File: config.mk
export PLATFORM = sky130hd
export DESIGN_NAME = mem_wb_writeback
export DESIGN_NICKNAME = d
export VERILOG_FILES = /design/src/rtl/wb_pkg.sv /design/src/rtl/wb_retire_fifo.sv /design/src/rtl/mem_wb_writeback.sv
export SDC_FILE = /design/constraint.sdc
export NUM_CORES = 1
export LEC_CHECK = 0
export CORE_UTILIZATION = 48
export DETAILED_ROUTE_END_ITERATION = 8
export PLACE_DENSITY = 0.86
export SYNTH_ARGS = -nofsm -noshare
export SYNTH_HDL_FRONTEND = slang
export SYNTH_SLANG_ARGS = --single-unit
File: constraint.sdc
create_clock -name Clock -period 4.1 [get_ports Clock]
set_input_delay 0.615 -clock Clock [delete_from_list [all_inputs] [get_ports Clock]]
set_output_delay 0.615 -clock Clock [all_outputs]
set_load 0.02 [all_outputs]
File: src/rtl/wb_pkg.sv
// rtl/wb_pkg.sv - shared types and constants for the MEM/WB writeback slice
package wb_pkg;

   localparam int DEPTH_DEFAULT = 2;
   localparam int CNT_W_DEFAULT = 32;

   localparam logic [4:0] REG_ZERO    = 5'd0;
   localparam logic       HILO_SEL_LO = 1'b0;
   localparam logic       HILO_SEL_HI = 1'b1;

   // One pending register-file write
   typedef struct packed {
      logic [4:0]  waddr;
      logic [31:0] wdata;
   } wb_entry_t;

   // Retire-queue occupancy, derived purely from the entry count
   typedef enum logic [1:0] {
      OCC_EMPTY   = 2'd0,
      OCC_PARTIAL = 2'd1,
      OCC_FULL    = 2'd2
   } occ_state_e;

endpackage

File: src/rtl/wb_retire_fifo.sv
// rtl/wb_retire_fifo.sv - retire queue of pending register-file writes, entries exposed oldest-first
module wb_retire_fifo
   import wb_pkg::*;
#(
   parameter int DEPTH = DEPTH_DEFAULT
) (
   input  logic                  clk_i,
   input  logic                  rstn_i,
   input  logic                  push_i,
   input  wb_entry_t             push_data_i,
   input  logic                  pop_i,
   output wb_entry_t             head_o,
   output logic                  head_valid_o,
   output logic                  full_o,
   output wb_entry_t [DEPTH-1:0] entries_o,
   output logic [DEPTH-1:0]      entry_valid_o
);

   localparam int PW = $clog2(DEPTH);
   localparam int CW = $clog2(DEPTH + 1);

   wb_entry_t         mem_q [DEPTH];
   logic [PW-1:0]     wr_ptr_q;
   logic [PW-1:0]     rd_ptr_q;
   logic [CW-1:0]     count_q;
   logic [CW-1:0]     count_d;
   occ_state_e        occ;
   logic              push_eff;
   logic              pop_eff;

   // Occupancy classification and guarded push/pop
   always_comb begin
      occ = OCC_PARTIAL;
      if (count_q == '0)
         occ = OCC_EMPTY;
      else if (count_q == CW'(DEPTH))
         occ = OCC_FULL;
      push_eff = push_i && (occ != OCC_FULL);
      pop_eff  = pop_i && (occ != OCC_EMPTY);
      count_d  = count_q;
      case ({push_eff, pop_eff})
         2'b10:   count_d = count_q + CW'(1);
         2'b01:   count_d = count_q - CW'(1);
         default: count_d = count_q;
      endcase
   end

   // Storage, pointers and count; pointers wrap naturally since DEPTH is a power of two
   always_ff @(posedge clk_i) begin
      if (!rstn_i) begin
         for (int i = 0; i < DEPTH; i++)
            mem_q[i] <= '0;
         wr_ptr_q <= '0;
         rd_ptr_q <= '0;
         count_q  <= '0;
      end else begin
         if (push_eff) begin
            mem_q[wr_ptr_q] <= push_data_i;
            wr_ptr_q        <= wr_ptr_q + PW'(1);
         end
         if (pop_eff)
            rd_ptr_q <= rd_ptr_q + PW'(1);
         count_q <= count_d;
      end
   end

   // Age-ordered view of the queue: index 0 is the oldest entry
   always_comb begin
      for (int k = 0; k < DEPTH; k++) begin
         entries_o[k]     = mem_q[rd_ptr_q + PW'(k)];
         entry_valid_o[k] = (CW'(k) < count_q);
      end
   end

   assign head_o       = mem_q[rd_ptr_q];
   assign head_valid_o = (occ != OCC_EMPTY);
   assign full_o       = (occ == OCC_FULL);

endmodule

File: src/rtl/mem_wb_writeback.sv
// rtl/mem_wb_writeback.sv - writeback stage: data select, HI/LO, retire queue, retire counter; forwarding lookup under WB_FWD_EN
module mem_wb_writeback
   import wb_pkg::*;
#(
   parameter int DEPTH = DEPTH_DEFAULT,
   parameter int CNT_W = CNT_W_DEFAULT
) (
   input  logic             Clock,
   input  logic             Reset,
   input  logic             in_valid,
   output logic             in_ready,
   input  logic             RegWrite_in,
   input  logic             MemtoReg_in,
   input  logic [31:0]      DataMemory_in,
   input  logic [31:0]      ALUResult_in,
   input  logic [4:0]       destinationReg_in,
   input  logic [31:0]      Hi_in,
   input  logic [31:0]      Lo_in,
   input  logic             WriteEnable_in,
   input  logic             ReadEnable_in,
   input  logic             HiLoSel_in,
   output logic             rf_we,
   output logic [4:0]       rf_waddr,
   output logic [31:0]      rf_wdata,
   input  logic             rf_ready,
   output logic [31:0]      hi_q,
   output logic [31:0]      lo_q,
   output logic [CNT_W-1:0] retire_count,
   input  logic [4:0]       fwd_src_reg,
   output logic             fwd_hit,
   output logic [31:0]      fwd_data
);

   logic                  accept;
   logic                  push;
   logic                  full;
   logic [31:0]           hilo_rd;
   wb_entry_t             new_entry;
   wb_entry_t             head;
   wb_entry_t [DEPTH-1:0] entries;
   logic [DEPTH-1:0]      entry_valid;
   logic [31:0]           hi_d;
   logic [31:0]           lo_d;
   logic [CNT_W-1:0]      retire_count_q;
   logic [CNT_W-1:0]      retire_count_d;

   // in_ready depends only on registered occupancy, never on rf_ready
   assign in_ready = !full;
   assign accept   = in_valid && in_ready;

   // Write-data select; mfhi/mflo read the pre-update HI/LO values
   always_comb begin
      hilo_rd           = (HiLoSel_in == HILO_SEL_HI) ? hi_q : lo_q;
      new_entry.waddr   = destinationReg_in;
      new_entry.wdata   = MemtoReg_in ? DataMemory_in : ALUResult_in;
      if (ReadEnable_in)
         new_entry.wdata = hilo_rd;
      push = accept && RegWrite_in && (destinationReg_in != REG_ZERO);
   end

   // Next-state for HI/LO and the retire counter
   always_comb begin
      hi_d           = hi_q;
      lo_d           = lo_q;
      retire_count_d = retire_count_q;
      if (accept) begin
         retire_count_d = retire_count_q + CNT_W'(1);
         if (WriteEnable_in) begin
            hi_d = Hi_in;
            lo_d = Lo_in;
         end
      end
   end

   // Architectural HI/LO and retire counter registers
   always_ff @(posedge Clock) begin
      if (!Reset) begin
         hi_q           <= '0;
         lo_q           <= '0;
         retire_count_q <= '0;
      end else begin
         hi_q           <= hi_d;
         lo_q           <= lo_d;
         retire_count_q <= retire_count_d;
      end
   end

   assign retire_count = retire_count_q;

   wb_retire_fifo #(
      .DEPTH (DEPTH)
   ) u_fifo (
      .clk_i         (Clock),
      .rstn_i        (Reset),
      .push_i        (push),
      .push_data_i   (new_entry),
      .pop_i         (rf_ready),
      .head_o        (head),
      .head_valid_o  (rf_we),
      .full_o        (full),
      .entries_o     (entries),
      .entry_valid_o (entry_valid)
   );

   assign rf_waddr = head.waddr;
   assign rf_wdata = head.wdata;

`ifdef WB_FWD_EN
   // Forwarding search oldest-to-youngest so the youngest match wins
   always_comb begin
      fwd_hit  = 1'b0;
      fwd_data = '0;
      for (int k = 0; k < DEPTH; k++) begin
         if (entry_valid[k] && (entries[k].waddr == fwd_src_reg) &&
             (fwd_src_reg != REG_ZERO)) begin
            fwd_hit  = 1'b1;
            fwd_data = entries[k].wdata;
         end
      end
   end
`else
   logic unused_fwd;
   assign unused_fwd = ^{fwd_src_reg, entries, entry_valid};
   assign fwd_hit    = 1'b0;
   assign fwd_data   = '0;
`endif

endmodule

==> flow_metrics.tcl, run 1 <==
set metrics [dict create \
    status "complete, no violations" \
    initial_utilization_pct 49.87 \
    core-area_um2 16820 \
    cap_violations 0 \
    cts_buffers 17 \
    portBuffers 276 \
    cts_hold_buffers 0 \
    fin_skew_ns 0.01132 \
    reg2reg_slack_ns 1.61 \
    antenna_found_initial 1 \
    synthDistinctLibCells 44 \
    worstMarginPinSlew_ns 1.187 \
    die_h_um 134.2 \
    end_kind "primary output" \
    synth-adder-area-share_pct 0.2983 \
    postCtsSetupBuffers 0 \
    yosysWarnings 0 \
    crit_required_ns 3.48 \
    dp.final_hpwl_mm 17.53 \
    final_hold_viol_count 0 \
    clk_path_buf_depth 2 \
    viasPerCell 5.413 \
    syn_avg_cell_area_um2 9.554 \
    ctsResizeCount 0 \
    netlist.area_leader.share_pct 26.49 \
    die_area_um2 18010 \
    synth.area.mux_share_pct 14.04 \
    grt_pass1_wl_mm 38.07 \
    post_synth_inst_count 878 \
    crit_buf_inv 1 \
    cp.arrival_ns 2.38 \
    synth_flop_cell "dfxtp_1" \
    tns_ns 0 \
    ioPinCount 315 \
    gp_congestion 0.8793 \
    synthMostInstantiatedCell "nand2_1" \
    path_clk_slew_ns 0.07 \
    pre_cts_ws_ns 1.049 \
    die_w_um 134.2 \
    synth_xor_area_share_pct 1.149 \
    path_max_fanout 37 \
    finalWirelength_mm 25.34 \
    synth_common_cells "nand2_1 (154), nor2_1 (117), a21oi_1 (113)" \
    grt_pass1_vias 7019 \
    grt_overflow 0 \
    slew_violations 0 \
    grt_start_max_net_pins 65 \
    finalSetupViolations 0 \
    fin_crit_sh_pct 73.08 \
    cp-start-kind "flip-flop" \
    via_count 7340 \
    ys_seq_elements 175 \
    drive_gt1_share_pct 10.48 \
    power-per-cell-area_nw_per_um2 424.2 \
    yosysTopAreaCell "edfxtp_1" \
    path_cells "mux2_2, clkdlybuf4s50_1" \
    synth_area_leaders "edfxtp_1 (26%), dfxtp_1 (24%), mux2_2 (7.8%), nand2_1 (6.9%), a21oi_1 (6.7%)" \
    finalPower_w 0.004982 \
    finalCriticalPeriod_ns 2.996 \
    synth_top_family_by_area "simple AND/OR/NAND/NOR gates" \
    cts_sinks 175 \
    crit_type "flip-flop to primary output" \
    drtIter0Drc 559 \
    area_growth_pct 40.01 \
    worst_path_largest_cell_delay_ns 0.93 \
    peakVddDrop_uv 329.1 \
    synth_simple_gate_area_share_pct 19.32 \
    firstDrtPassIters 5 \
    synth_edf_count 74 \
    rows 47 \
    root_buffer "clkbuf_16" \
    critPathTopFamily "flip-flops" \
    hold_class "flip-flop to flip-flop" \
    wire_per_inst_um 18.68 \
    clock_latency_ns 0.43 \
    fin_util_pct 69.83 \
    grt.total_usage_pct 27.76 \
    p_leak_nw 4.384 \
    layout_setup_ws_ns 1.104 \
    synth_compound_area_share_pct 8.189 \
    htree_levels 4 \
    fin_nets 1272 \
    drc 0 \
    slowest_stage "dfxtp_2" \
    fmax_mhz 333.8 \
    rsz0062_at_grt "no" \
    async_flop_share_pct 0 \
    ant_nets 0 \
    relSlewSlack_pct 20.88 \
    post-place-cells 1324 \
    fin_cells 1356 \
    seq_area_frac_synth_pct 50.60 \
    cts_tree "yes" \
    syn_area_um2 8388 \
    diodes 0 \
]
[where the power goes]
group	total [W]	internal [W]	switching, W
combinational	0.00119	0.000583	0.000602
sequential	0.00206	0.00194	0.000119
clock	0.00174	0.00103	0.000711
[cells by family (layout without fill, tap and decap cells)]
logic type | Yosys count | after routing
AO/OA/AOI/OAI | 131 | 131
AND/OR/NAND/NOR | 352 | 352
other | 1 | 33
multiplexers | 109 | 109
XOR/XNOR | 11 | 11
adder cells (fa/ha/maj) | 2 | 2
buffers and inverters | 97 | 323
flip-flops | 175 | 175
[routing by layer]
metal	track usage, %	wire (µm)	vias to the layer above
met5	0	11	-
met4	11.61	869	2
met3	7.256	1976	59
met2	45.45	12360	317
met1	34.75	10120	3496
li1	-	-	3466
[cell usage in the layout (no fill, tap or decap), types with 4 or more instances in the layout]
cell	Yosys	layout
xor2_1	9	9
nand2b_1	8	8
dfxtp_1	101	100
and4_1	6	6
mux2_1	11	11
inv_1	6	5
conb_1	1	33
and3_1	7	6
bufinv_16	0	4
o21ai_0	7	7
mux2_2	58	58
o31ai_1	8	8
nor2_1	117	117
or3_1	7	7
a21oi_1	113	113
or4_1	8	8
mux2i_1	40	40
nor4_1	8	8
clkbuf_16	0	17
nand2_1	154	153
edfxtp_1	74	74
nand4_1	9	9
clkdlybuf4s50_1	0	273
clkinv_4	0	5
buf_4	33	8
nand3_1	10	9
[worst min-delay path, cell delays in order, from the launching register on]
cell	delay (ns)
dfxtp_1	0.32
nand2_1	0.05
a21oi_1	0.05
[state kept, by name, summed over array words and instances, names as in the netlist, named ones only]
register / cells
hi_q: 32
u_fifo.mem_q: 74
u_fifo.wr_ptr_q: 1
u_fifo.count_q: 2
lo_q: 32
retire_count: 32
u_fifo.rd_ptr_q: 1
[layout make-up]
class	instances	area (µm²)
Inverter	6	22.52
Timing Repair Buffer	285	2828
Fill cell	1299	5075
Clock buffer	17	425.4
Clock inverter	15	209.0
Sequential cell	175	4245
Tap cell	220	275.3
Multi-Input combinational cell	638	3739
[through the flow]
| stage | area [µm²] | hold WS, ns |
|---|---|---|
| floorplan | 8508 | 0.4812 |
| global placement | 11110 | 0.4519 |
| detailed placement | 11110 | 0.4602 |
| CTS | 11740 | 0.4688 |
| global route | 11740 | 0.4790 |
| finish | 11740 | 0.4663 |
[worst paths after layout]
check	end	depth (start not counted)	from
hold / removal	hi_q[24]$_SDFFE_PN0P_	2	hi_q[24]$_SDFFE_PN0P_
setup / recovery	rf_wdata[8]	2	flip-flop
hold reg to reg	hi_q[24]$_SDFFE_PN0P_	2	hi_q[24]$_SDFFE_PN0P_
setup reg to reg	u_fifo.mem_q[0][27]$_SDFFCE_PN0P_	4	u_fifo.count_q[0]$_SDFFE_PN0P_
No activity file was read; power rests on OpenSTA's default activity.
==> run 2, diff against run 1 <==
CORE_UTILIZATION = 40   (was 48)
PLACE_DENSITY = 0.76   (was 0.86)
clock period = 2.6 ns   (was 4.1 ns; I/O delays follow)
==> flow_metrics.tcl, run 2 (same netlist as run 1, synthesis figures left out) <==
set metrics [dict create \
    power-per-cell-area_nw_per_um2 653.2 \
    ant_nets 0 \
    final_common_cell "clkdlybuf4s50_1" \
    end_kind "primary output" \
    crit_required_ns 2.21 \
    clock_latency_ns 0.43 \
    relSlewSlack_pct 65.56 \
    cts_sinks 175 \
    die_w_um 146.8 \
    postCtsSetupBuffers 0 \
    hold_class "flip-flop to flip-flop" \
    gp_congestion 0.8331 \
    r2r_end "u_fifo.mem_q[1][15]$_SDFFCE_PN0P_" \
    whs_endpoint "lo_q[30]$_SDFFE_PN0P_" \
    grt.total_usage_pct 22.74 \
    firstDrtPassIters 5 \
    dr.max_layer_used "met4" \
    finalPower_w 0.007807 \
    r2r_cells 5 \
    n_fill_cell 1765 \
    final_cell_mix "clkdlybuf4s50_1 (273), nand2_1 (152), nor2_1 (117)" \
    status "complete, no violations" \
    path_cells "buf_12, mux2_2, clkdlybuf4s50_1" \
    drc 0 \
    via_count 7101 \
    largest_register_ff_count 74 \
    finalSetupViolations 0 \
    final_hold_viol_count 0 \
    clkPwrFrac_pct 34.0 \
    ff_latch_area_um2 4245 \
    route.met3.wl_mm 1.568 \
    ioPinCount 315 \
    wire_per_inst_um 17.34 \
    cp-start-kind "flip-flop" \
    grt_pass1_vias 6745 \
    peakVddDrop_uv 464.1 \
    fin_skew_ns 0.01262 \
    cts_tree "yes" \
    rsz0062_at_grt "no" \
    worst_path_largest_cell_delay_ns 0.59 \
    slew_violations 0 \
    die_h_um 146.8 \
    portBuffers 276 \
    fin_util_pct 58.69 \
    dr_wl_met2_mm 11.70 \
    fin_nets 1279 \
    grt_start_max_net_pins 65 \
    min_from "lo_q[30]$_SDFFE_PN0P_" \
    hold_depth 2 \
    antenna_found_initial 3 \
    cap_violations 0 \
    p_sw_w 0.002253 \
    grt_pass1_wl_mm 37.47 \
    multiInputGateArea_um2 3741 \
    fmax_mhz 423.0 \
    htree_levels 4 \
    clk_path_buf_depth 2 \
    p_leak_nw 4.444 \
    finalWirelength_mm 24.52 \
    fin_crit_sh_pct 90.92 \
    viasPerCell 5.022 \
    switching_share_pct 28.86 \
    internal_power_w 0.005554 \
    reg2reg_slack_ns 0.48 \
    path_max_fanout 37 \
    crit_type "flip-flop to primary output" \
    crit_buf_inv 2 \
    rows 52 \
    area_growth_pct 42.48 \
    cp.arrival_ns 1.97 \
    ctsResizeCount 0 \
    grt_overflow 0 \
    tns_ns 0 \
    drtIter0Drc 386 \
    met1_length_mm 10.75 \
    cts_buffers 17 \
    seq_power_share_pct 40.6 \
    reg2reg_from "u_fifo.count_q[0]$_SDFFE_PN0P_" \
    root_buffer "clkbuf_16" \
    die_area_um2 21550 \
    worstMarginPinSlew_ns 0.5166 \
    cts_hold_buffers 0 \
    slowest_stage "clkdlybuf4s50_1" \
    critPathTopFamily "buffers and inverters" \
    dp.final_hpwl_mm 17.11 \
    path_clk_slew_ns 0.06 \
    finalCriticalPeriod_ns 2.364 \
    combPwrFrac_pct 25.4 \
    initial_utilization_pct 41.19 \
    core-area_um2 20360 \
    drive_gt1_share_pct 11.02 \
    regMostFlops "u_fifo.mem_q" \
]
==> run 2: cell count changes in the layout (fill, tap and decap cells not counted), sizes merged <==
cell      previous run  this run
buf                 12        19
clkinv               7         2
inv                  9        12
clkinvlp             1         3
bufinv               4         3
clkbuf              17        18
diode                0         1
==> run 2: metal layers <==
metal	vias to the layer above	global-route usage, %
met5	-	0
met4	0	7.292
met3	31	6.242
met2	219	36.42
met1	3364	29.70
li1	3487	-
==> run 2: worst reg2reg max path: cells and delay by family (launching register included) <==
family | cells | cell delay, ns
buffers and inverters | 1 | 0.44
DFF | 1 | 0.40
and+or+nand+nor | 4 | 0.90
==> run 2: power groups by stage <==
stage / registers [W] / clock network (W) / logic (W)
global route: 0.00319 / 0.00281 / 0.00211
detailed placement: 0.00322 / 0 / 0.00199
floorplan: 0.00329 / 0 / 0.00102
global placement: 0.00321 / 0 / 0.00198
CTS: 0.00316 / 0.00270 / 0.00200
finish: 0.00317 / 0.00266 / 0.00198
==> run 2: area by class of cell <==
| cell class | count | area share (%) |
|---|---|---|
| clock buffers | 18 | 3.591 |
| inverters | 6 | 0.1884 |
| well taps | 270 | 2.827 |
| clock inverters | 14 | 1.508 |
| repair buffers | 292 | 25.04 |
| multi-input cells | 638 | 31.30 |
| diodes | 1 | 0.02094 |
| flip-flops and latches | 175 | 35.52 |
==> run 2: stage by stage <==
stage | setup slack (ns) | hold slack (ns) | instances | instance area (µm²)
final | 0.2361 | 0.4719 | 1414 | 11950
after floorplan | 0.1338 | 0.4812 | 910 | 8508
after global placement | 0.2476 | 0.4522 | 1381 | 11340
after global routing | 0.1907 | 0.4920 | 1413 | 11950
after detailed placement | 0.2069 | 0.4628 | 1381 | 11340
after CTS | 0.2195 | 0.4723 | 1413 | 11950
==> run 2: worst max path at each step <==
stage	cells past startpoint	from	endpoint	slack, ns
after CTS	3	flip-flop	rf_wdata[4]	0.22
after detailed placement	6	destinationReg_in[0]	u_fifo.mem_q[1][14]$_SDFFCE_PN0P_	0.21
final	3	flip-flop	rf_wdata[4]	0.24
after floorplan	7	u_fifo.count_q[0]$_SDFFE_PN0P_	u_fifo.mem_q[1][0]$_SDFFCE_PN0P_	0.13
after global placement	6	destinationReg_in[1]	u_fifo.mem_q[1][11]$_SDFFCE_PN0P_	0.25
after global routing	3	flip-flop	rf_wdata[3]	0.19
==> run 3, diff against run 2 <==
GPL_ROUTABILITY_DRIVEN = 0   (was not set)
REMOVE_ABC_BUFFERS = 1   (was not set)
==> flow_metrics.tcl, run 3 (same netlist as run 1, synthesis figures left out) <==
set metrics [dict create \
    status "complete, no violations" \
    hold_class "flip-flop to flip-flop" \
    via_count 7190 \
    die_h_um 146.8 \
    ioPinCount 315 \
    grt_pass1_vias 7097 \
    portBuffers 276 \
    drive_gt1_share_pct 11.58 \
    diodes 0 \
    antenna_found_initial 0 \
    firstDrtPassIters 5 \
    final_common_cell "clkdlybuf4s50_1" \
    viasPerCell 5.067 \
    slew_violations 0 \
    grt_pass1_wl_mm 36.77 \
    regMostFlops "u_fifo.mem_q" \
    initial_utilization_pct 41.19 \
    crit_type "flip-flop to primary output" \
    clock_latency_ns 0.42 \
    largest_register_ff_count 74 \
    end_kind "primary output" \
    drtIter0Drc 233 \
    grt.total_usage_pct 21.74 \
    finalPower_w 0.007752 \
    area_growth_pct 42.44 \
    cts_tree "yes" \
    finalSetupViolations 0 \
    cts_hold_buffers 0 \
    postCtsSetupBuffers 0 \
    rsz0062_at_grt "no" \
    pre_cts_ws_ns 0.2890 \
    ant_nets 0 \
    cp.arrival_ns 2.02 \
    core-area_um2 20360 \
    finalWirelength_mm 23.41 \
    root_buffer "clkbuf_16" \
    final_cell_mix "clkdlybuf4s50_1 (273), nand2_1 (152), nor2_1 (117)" \
    final_hold_viol_count 0 \
    crit_required_ns 2.21 \
    layout_setup_ws_ns 0.1942 \
    ctsResizeCount 0 \
    ff_latch_area_um2 4245 \
    cts_sinks 175 \
    post-place-cells 1387 \
    wire_per_inst_um 16.50 \
    grt_start_max_net_pins 67 \
    cp-start-kind "flip-flop" \
    power-per-cell-area_nw_per_um2 648.8 \
    drc 0 \
    fin_skew_ns 0.01317 \
    worstMarginPinSlew_ns 0.5919 \
    n_fill_cell 1762 \
    rows 52 \
    multiInputGateArea_um2 3741 \
    cts_buffers 17 \
    fin_cells 1419 \
    cap_violations 0 \
    p_leak_nw 4.462 \
    grt_overflow 0 \
    dp.final_hpwl_mm 16.88 \
    fin_nets 1285 \
    peakVddDrop_uv 430.6 \
    die_w_um 146.8 \
    fin_crit_sh_pct 92.53 \
    die_area_um2 21550 \
    relSlewSlack_pct 60.54 \
    clk_path_buf_depth 2 \
    path_clk_slew_ns 0.06 \
    finalCriticalPeriod_ns 2.406 \
    fmax_mhz 415.7 \
    path_max_fanout 24 \
    htree_levels 4 \
]
run 3: cell count changes in the layout (fill, tap and decap cells not counted), sizes merged:
cell | previous run | this run
buf | 19 | 25
clkbuf | 18 | 22
bufinv | 3 | 1
clkinv | 2 | 4
clkinvlp | 3 | 1
inv | 12 | 10
diode | 1 | 0
run 3: per-layer routing:
layer	global-route usage (%)	up-vias	share of wire (%)
li1	-	3493	-
met1	26.42	3399	42
met2	37.58	274	49
met3	5.248	24	7.2
met4	7.292	0	1.8
met5	0	-	0
run 3: worst max-delay path, stage by stage (launching register included):
cell and delay, ns:
dfxtp_2 0.32, buf_4 0.30, mux2_2 0.39, clkdlybuf4s50_1 0.57
run 3: through the flow:
stage                     hold slack (ns)  util, %  TNS [ns]  area (µm²)
final                              0.4654    58.67         0       11950
after detailed placement           0.4603    55.66         0       11330
after CTS                          0.4685    58.67         0       11950
after floorplan                    0.4812        -    -27.04        7996
after global placement             0.4535    55.66         0       11330
after global routing               0.4903    58.67         0       11950
run 3: where the power goes:
| part | internal, W | switching (W) |
|---|---|---|
| clock | 0.00153 | 0.00110 |
| combinational | 0.000956 | 0.00101 |
| sequential | 0.00305 | 0.000102 |
run 3: path summary, 6_finish.rpt:
kind / startpoint / end / slack [ns] / depth (start not counted)
min: hi_q[26]$_SDFFE_PN0P_ / hi_q[26]$_SDFFE_PN0P_ / 0.47 / 2
max: flip-flop / rf_wdata[12] / 0.19 / 3
max reg2reg: u_fifo.count_q[0]$_SDFFE_PN0P_ / u_fifo.mem_q[1][12]$_SDFFCE_PN0P_ / 0.58 / 5
min reg2reg: hi_q[26]$_SDFFE_PN0P_ / hi_q[26]$_SDFFE_PN0P_ / 0.47 / 2
run 3: final cells by class:
cell class / instances / share of cell area, %
Clock inverter: 10 / 0.7959
Clock buffer: 22 / 4.336
Tap cell: 270 / 2.828
Multi-Input combinational cell: 638 / 31.31
Sequential cell: 175 / 35.53
Inverter: 6 / 0.1885
Timing Repair Buffer: 298 / 25.01
